## src/rtl/arcfour_pkg.sv

```systemverilog
// arcfour_pkg: state and sub-step encodings shared by the RC4
// encrypt and decrypt controllers.
package arcfour_pkg;

    localparam int S_LENGTH = 256;

    typedef enum logic [2:0] {
        IDLE,
        INIT,
        SHUFFLE,
        ENCRYPT,
        DONE
    } state_t;

    typedef enum logic [3:0] {
        RDI,
        WTI,
        RDJ,
        WTJ,
        WRI,
        WRJ,
        RDF,
        WTF,
        WRC
    } step_t;

endpackage

```

## src/rtl/edge_detector.sv

```systemverilog
// edge_detector: one-cycle rise pulse for a level input.
// Ports: clk, reset (async, active-high), sig_in, rise.
module edge_detector (
    input  logic clk,
    input  logic reset,
    input  logic sig_in,
    output logic rise
);

    logic prev_q;
    logic prev_d;

    always_comb begin
        prev_d = sig_in;
    end

    always_ff @(posedge clk or posedge reset) begin
        if (reset) begin
            prev_q <= 1'b0;
        end else begin
            prev_q <= prev_d;
        end
    end

    assign rise = sig_in & ~prev_q;

endmodule

```

## src/rtl/arcfour_encryptor.sv

```systemverilog
// arcfour_encryptor: RC4 KSA over S-RAM, then PRGA over P-ROM into C-RAM.
// Ports: clk, reset, start, key, busy, done, S/P/C memory buses.
module arcfour_encryptor
    import arcfour_pkg::*;
#(
    parameter int RAM_WIDTH          = 8,
    parameter int KEY_LENGTH         = 3,
    parameter int MESSAGE_LENGTH     = 32,
    parameter int MESSAGE_LOG_LENGTH = 5
) (
    input  logic                                 clk,
    input  logic                                 reset,
    input  logic                                 start,
    input  logic [KEY_LENGTH-1:0][RAM_WIDTH-1:0] key,
    output logic                                 busy,
    output logic                                 done,
    output logic [RAM_WIDTH-1:0]                 sAddr,
    output logic [RAM_WIDTH-1:0]                 sIn,
    output logic                                 sWren,
    input  logic [RAM_WIDTH-1:0]                 sOut,
    output logic [MESSAGE_LOG_LENGTH-1:0]        pAddr,
    input  logic [RAM_WIDTH-1:0]                 pOut,
    output logic [MESSAGE_LOG_LENGTH-1:0]        cAddr,
    output logic [RAM_WIDTH-1:0]                 cIn,
    output logic                                 cWren
);

    localparam int KW = (KEY_LENGTH > 1) ? $clog2(KEY_LENGTH) : 1;
    localparam int MW = MESSAGE_LOG_LENGTH;
    localparam logic [RAM_WIDTH-1:0] I_LAST = RAM_WIDTH'(S_LENGTH - 1);
    localparam logic [KW-1:0] KIDX_LAST = KW'(KEY_LENGTH - 1);
    localparam logic [MW-1:0] K_LAST = MW'(MESSAGE_LENGTH - 1);

    state_t state_q, state_d;
    step_t  step_q, step_d;
    logic [RAM_WIDTH-1:0] i_q, i_d, j_q, j_d;
    logic [RAM_WIDTH-1:0] si_q, si_d, sj_q, sj_d;
    logic [RAM_WIDTH-1:0] f_q, f_d, p_q, p_d;
    logic [MW-1:0] k_q, k_d;
    logic [KW-1:0] kidx_q, kidx_d;
    logic [KEY_LENGTH-1:0][RAM_WIDTH-1:0] key_q, key_d;
    logic [RAM_WIDTH-1:0] kbyte;
    logic start_rise;
    logic enc;

    edge_detector u_start_edge (
        .clk    (clk),
        .reset  (reset),
        .sig_in (start),
        .rise   (start_rise)
    );

    // key byte 0 sits in the top slot of the packed key
    always_comb begin
        kbyte = '0;
        for (int n = 0; n < KEY_LENGTH; n++) begin
            if (kidx_q == KW'(n)) begin
                kbyte = key_q[KEY_LENGTH-1-n];
            end
        end
    end

    assign enc  = (state_q == ENCRYPT);
    assign busy = state_q inside {INIT, SHUFFLE, ENCRYPT};
    assign done = (state_q == DONE);

    always_comb begin
        state_d = state_q;
        step_d  = step_q;
        i_d     = i_q;
        j_d     = j_q;
        si_d    = si_q;
        sj_d    = sj_q;
        f_d     = f_q;
        p_d     = p_q;
        k_d     = k_q;
        kidx_d  = kidx_q;
        key_d   = key_q;
        sAddr   = '0;
        sIn     = '0;
        sWren   = 1'b0;
        pAddr   = '0;
        cAddr   = '0;
        cIn     = '0;
        cWren   = 1'b0;

        // hold pAddr for the whole byte so the ROM latency is covered
        if (enc) begin
            pAddr = k_q;
        end

        unique case (state_q)
            IDLE, DONE: begin
                if (start_rise) begin
                    key_d   = key;
                    state_d = INIT;
                    i_d     = '0;
                    j_d     = '0;
                    k_d     = '0;
                    kidx_d  = '0;
                end
            end
            INIT: begin
                sAddr = i_q;
                sIn   = i_q;
                sWren = 1'b1;
                i_d   = i_q + 1'b1;
                if (i_q == I_LAST) begin
                    state_d = SHUFFLE;
                    step_d  = RDI;
                    j_d     = '0;
                    kidx_d  = '0;
                end
            end
            SHUFFLE, ENCRYPT: begin
                unique case (step_q)
                    RDI: begin
                        step_d = WTI;
                        if (enc) begin
                            i_d   = i_q + 1'b1;
                            sAddr = i_q + 1'b1;
                        end else begin
                            sAddr = i_q;
                        end
                    end
                    WTI: begin
                        step_d = RDJ;
                        si_d   = sOut;
                        j_d    = enc ? j_q + sOut
                                     : j_q + sOut + kbyte;
                    end
                    RDJ: begin
                        step_d = WTJ;
                        sAddr  = j_q;
                    end
                    WTJ: begin
                        step_d = WRI;
                        sj_d   = sOut;
                    end
                    WRI: begin
                        step_d = WRJ;
                        sAddr  = i_q;
                        sIn    = sj_q;
                        sWren  = 1'b1;
                    end
                    WRJ: begin
                        sAddr = j_q;
                        sIn   = si_q;
                        sWren = 1'b1;
                        if (enc) begin
                            step_d = RDF;
                        end else begin
                            step_d = RDI;
                            i_d    = i_q + 1'b1;
                            kidx_d = (kidx_q == KIDX_LAST)
                                   ? '0 : kidx_q + 1'b1;
                            if (i_q == I_LAST) begin
                                state_d = ENCRYPT;
                                i_d     = '0;
                                j_d     = '0;
                                k_d     = '0;
                            end
                        end
                    end
                    RDF: begin
                        step_d = WTF;
                        sAddr  = si_q + sj_q;
                    end
                    WTF: begin
                        step_d = WRC;
                        f_d    = sOut;
                        p_d    = pOut;
                    end
                    WRC: begin
                        step_d = RDI;
                        cAddr  = k_q;
                        cIn    = f_q ^ p_q;
                        cWren  = 1'b1;
                        k_d    = k_q + 1'b1;
                        if (k_q == K_LAST) begin
                            state_d = DONE;
                        end
                    end
                    default: step_d = RDI;
                endcase
            end
            default: state_d = IDLE;
        endcase
    end

    always_ff @(posedge clk or posedge reset) begin
        if (reset) begin
            state_q <= IDLE;
            step_q  <= RDI;
            i_q     <= '0;
            j_q     <= '0;
            si_q    <= '0;
            sj_q    <= '0;
            f_q     <= '0;
            p_q     <= '0;
            k_q     <= '0;
            kidx_q  <= '0;
            key_q   <= '0;
        end else begin
            state_q <= state_d;
            step_q  <= step_d;
            i_q     <= i_d;
            j_q     <= j_d;
            si_q    <= si_d;
            sj_q    <= sj_d;
            f_q     <= f_d;
            p_q     <= p_d;
            k_q     <= k_d;
            kidx_q  <= kidx_d;
            key_q   <= key_d;
        end
    end

endmodule

```

## config.mk

```make
export PLATFORM = sky130hd
export DESIGN_NAME = arcfour_encryptor
export DESIGN_NICKNAME = d
export VERILOG_FILES = /design/src/rtl/arcfour_pkg.sv /design/src/rtl/edge_detector.sv /design/src/rtl/arcfour_encryptor.sv
export SDC_FILE = /design/constraint.sdc
export NUM_CORES = 1
export LEC_CHECK = 0
export ABC_CLOCK_PERIOD_IN_PS = 4500
export BUFFER_PORTS_ARGS = -buffer_cell sky130_fd_sc_hd__buf_2
export CAP_MARGIN = 20
export CORE_UTILIZATION = 35
export CTS_BUF_LIST = sky130_fd_sc_hd__clkbuf_4 sky130_fd_sc_hd__clkbuf_8 sky130_fd_sc_hd__clkbuf_16
export DETAILED_ROUTE_END_ITERATION = 10
export SETUP_SLACK_MARGIN = 0.15
export SYNTH_ARGS = -nofsm -noshare
export SYNTH_HDL_FRONTEND = slang
export SYNTH_SLANG_ARGS = --single-unit
export TNS_END_PERCENT = 20
```

## constraint.sdc

```tcl
create_clock -name clk -period 4.5 [get_ports clk]
set_input_delay 0.675 -clock clk [delete_from_list [all_inputs] [get_ports clk]]
set_output_delay 0.675 -clock clk [all_outputs]
set_load 0.05 [all_outputs]
```

==> results.json <==
{
  "critPathTopFamily": "simple AND/OR/NAND/NOR gates",
  "max_cap_violations": 0,
  "clkSlewWorstSetupHoldPaths_ps": 70,
  "number_of_vias_in_the_routed_layout": 4452,
  "mappedNetlistNets": 629,
  "layout_common_cells": "87 x dfrtp_1, 80 x buf_2, 55 x nand2_1",
  "initial_cell_density_of_the_core_pct": 36.0,
  "timing_worst_setup_path_type": "flop to primary output",
  "totalWireLength_um": 13700,
  "number_of_detailed_route_iterations_in_the_first_pass": 5,
  "asyncSetResetFlopFracSynth_pct": 100,
  "largest_net_degree_at_the_start_of_global_routing": 62,
  "pin_count": 81,
  "final-max-slew-violation-count": 0,
  "intPower_mw": 1.66,
  "post_cts_buffers": 0,
  "edff_count_synth": 0,
  "power_frac_clock_pct": 31.6,
  "synth_cell_types": 62,
  "synthesis.instances": 559,
  "most_common_library_cell_in_the_layout_ignoring_fill_and_taps": "dfrtp_1",
  "drc_errors": 0,
  "crit_path_start_kind": "flop",
  "most_used_layer_global_route": "met2",
  "via_count_of_the_first_global_routing_pass": 4466,
  "cts_resized": 0,
  "area_growth_syn_to_layout_pct": 16.5,
  "final_antenna_net_count": 0,
  "detailedRoute.firstIterationViolations": 289,
  "cts_buffer_depth": 2,
  "hold_class": "input pin to async pin",
  "netSwitchingPower_uw": 799,
  "htree_levels": 3,
  "post_route_cells_drive_above_1_share_pct": 25.6,
  "groute.usage.overall_pct": 18.3,
  "final_period_minus_worst_setup_slack_ps": 3640,
  "unrepaired_setup_endpoints_after_global_routing": "no",
  "n_antenna_cell": 0,
  "die_height_um": 127,
  "ys_seq_area_share_pct": 39.7,
  "cts_hold_buf": 0,
  "status": "completed",
  "rows": 45,
  "crit_fanout": 19,
  "critPathCaptureType": "primary output",
  "worst_ep_required_ps": 3830,
  "tritoncts.num_buffers": 9,
  "port_buffers": 80,
  "timing_worst_slew_pin_value_ps": 916,
  "p_per_area_nw_per_um2": 385,
  "viasPerCell": 5.27,
  "final_cycle_utilization_of_the_critical_path_pct": 80.9,
  "yosysWarnings": 0,
  "p_leak_nw": 3.02,
  "swShare_pct": 32.5,
  "routed_wire_length_per_instance_um": 16.3,
  "pwr-share-seq_pct": 36.6,
  "gp_routability_congestion": 0.863,
  "clock.fmax_mhz": 275,
  "grt_met2_use_pct": 30.2,
  "use_met1_pct": 24.3,
  "die_outline_area_um2": 16200,
  "critical_path.cell_chain": "nor2b_1 > buf_4 > nand2_1 > nor2_1 > nand2_1 > xnor2_1 > a222oi_1 > o21ai_1 > buf_2",
  "tritoncts_clock_tree": "built",
  "synth-main-ff-cell": "dfrtp_1",
  "finalHoldWorstSlack_ps": 259,
  "synth.avg_cell_area_um2": 9.81,
  "core_region_area_um2": 15300,
  "grt_util_met3_pct": 3.56,
  "cp.arrival_ps": 2960,
  "chipWidth_um": 127,
  "clock_latency_on_the_worst_skew_pair_ps": 340,
  "worst_ir_drop_vdd_mv": 0.222,
  "fin_util_pct": 41.9,
  "tns_ps": 0,
  "first_pass_grt_wire_length_um": 23000,
  "grt_antenna_before_repair": 0,
  "count_of_nets_after_finishing": 699,
  "timing.final.setup_violations": 0,
  "critPathMaxStageDelay_ps": 490,
  "setup_slack_ps": 861,
  "dp_hpwl_um": 10100,
  "placement_setup_slack_ps": 896,
  "pwr-share-comb_pct": 31.8,
  "slowest_stage": "dfrtp_1",
  "cp_num_buf_inv": 2,
  "timing.max_slew.rel_slack_pct": 39.0,
  "cts.root.buffer_cell": "clkbuf_16",
  "total_power_mw": 2.46,
  "ffs_latches_synth": 87,
  "synth_area_um2": 5490,
  "critPathMostFrequentCell": "nand2_1",
  "report.final.hold_viol_count": 0,
  "cts_num_sinks": 87,
  "global_route.overflow_total": 0,
  "worst_clock_skew_ps": 6.54
}
## cells in the mapped netlist (8+ instances only)
master    count  area share, %
dfrtp_1      87             40
nand2_1      55            3.8
mux2_2       41            8.4
nor2_1       39            2.7
a21oi_1      34            3.1
o21ai_0      27            2.5
inv_1        25            1.7
ha_1         24            5.5
xnor2_1      22            3.5
o21ai_1      17            1.6
nor3_1       14            1.3
and3_1       13            1.5
mux2_1       13            2.7
buf_2        11            1.0
nand3_1      11            1.0
clkbuf_1     10           0.68
mux2i_1      10            1.8
xor2_1       10            1.6
a222oi_1      8            1.5
## final timing paths
| path | start | end | slack, ps | cells past startpoint |
|---|---|---|---|---|
| min in group clk | start | u_start_edge.prev_q | 450 | 1 |
| min reg2reg | key_q[2] | key_q[2] | 510 | 1 |
| max | state_q[1] | sAddr[5] | 860 | 9 |
| min | reset | sj_q[1] | 260 | 2 |
| max in group asynchronous | reset | si_q[3] | 3580 | 3 |
| max reg2reg | kidx_q[1] | j_q[7] | 1210 | 11 |
## per-layer routing
layer | wire [um] | vias up
met1 | 6330 | 2182
li1 | - | 2147
met2 | 6630 | 109
met3 | 575 | 14
met5 | 0 | -
met4 | 212 | 0
## power by group through the flow
| stage | Clock (mW) | Sequential, mW | Combinational [mW] |
|---|---|---|---|
| after floorplan | 0 | 0.892 | 0.628 |
| after global placement | 0 | 0.914 | 0.750 |
| after detailed placement | 0 | 0.916 | 0.775 |
| after CTS | 0.797 | 0.901 | 0.785 |
| after global routing | 0.825 | 0.907 | 0.906 |
| final | 0.778 | 0.900 | 0.782 |
## final cells by class
cell class / instances / area, um^2
Clock buffer: 10 / 239
Multi-Input combinational cell: 422 / 3100
Timing Repair Buffer: 84 / 450
Clock inverter: 6 / 68.8
Inverter: 25 / 95.1
Sequential cell: 87 / 2180
Tap cell: 211 / 264
Fill cell: 1513 / 8870
## stage by stage
stage          instance area (um^2)  std cells
6_report                       6390        845
4_1_cts                        6360        844
3_3_place_gp                   6050        828
3_5_place_dp                   6050        828
5_1_grt                        6390        845
2_1_floorplan                  5490        559
## registers in the layout, indices dropped and copies added, names as in the netlist
name and count:
key_q 24, k_q 5, state_q 3, kidx_q 2, j_q 8, f_q 8, sj_q 8, step_q 4
u_start_edge.prev_q 1, i_q 8, si_q 8, p_q 8
## worst reg2reg max path, delay by kind of cell, from the launching register on
family / cells / cell delay, ps
flip-flops: 1 / 590
multiplexers: 1 / 260
AO/OA/AOI/OAI: 5 / 1060
XOR/XNOR: 1 / 160
AND/OR/NAND/NOR: 3 / 840
adder cells (fa/ha/maj): 1 / 310
## cell families after synthesis
family,after synthesis,share of synthesized area [%]
flops,87,39.7
mux,64,12.9
simple gates,165,15.6
xor+xnor,32,5.11
fa+ha+maj,27,6.57
compound gates,134,16.1
buf+inv,50,4.01
Note: power is estimated with default switching activity, not from simulation.
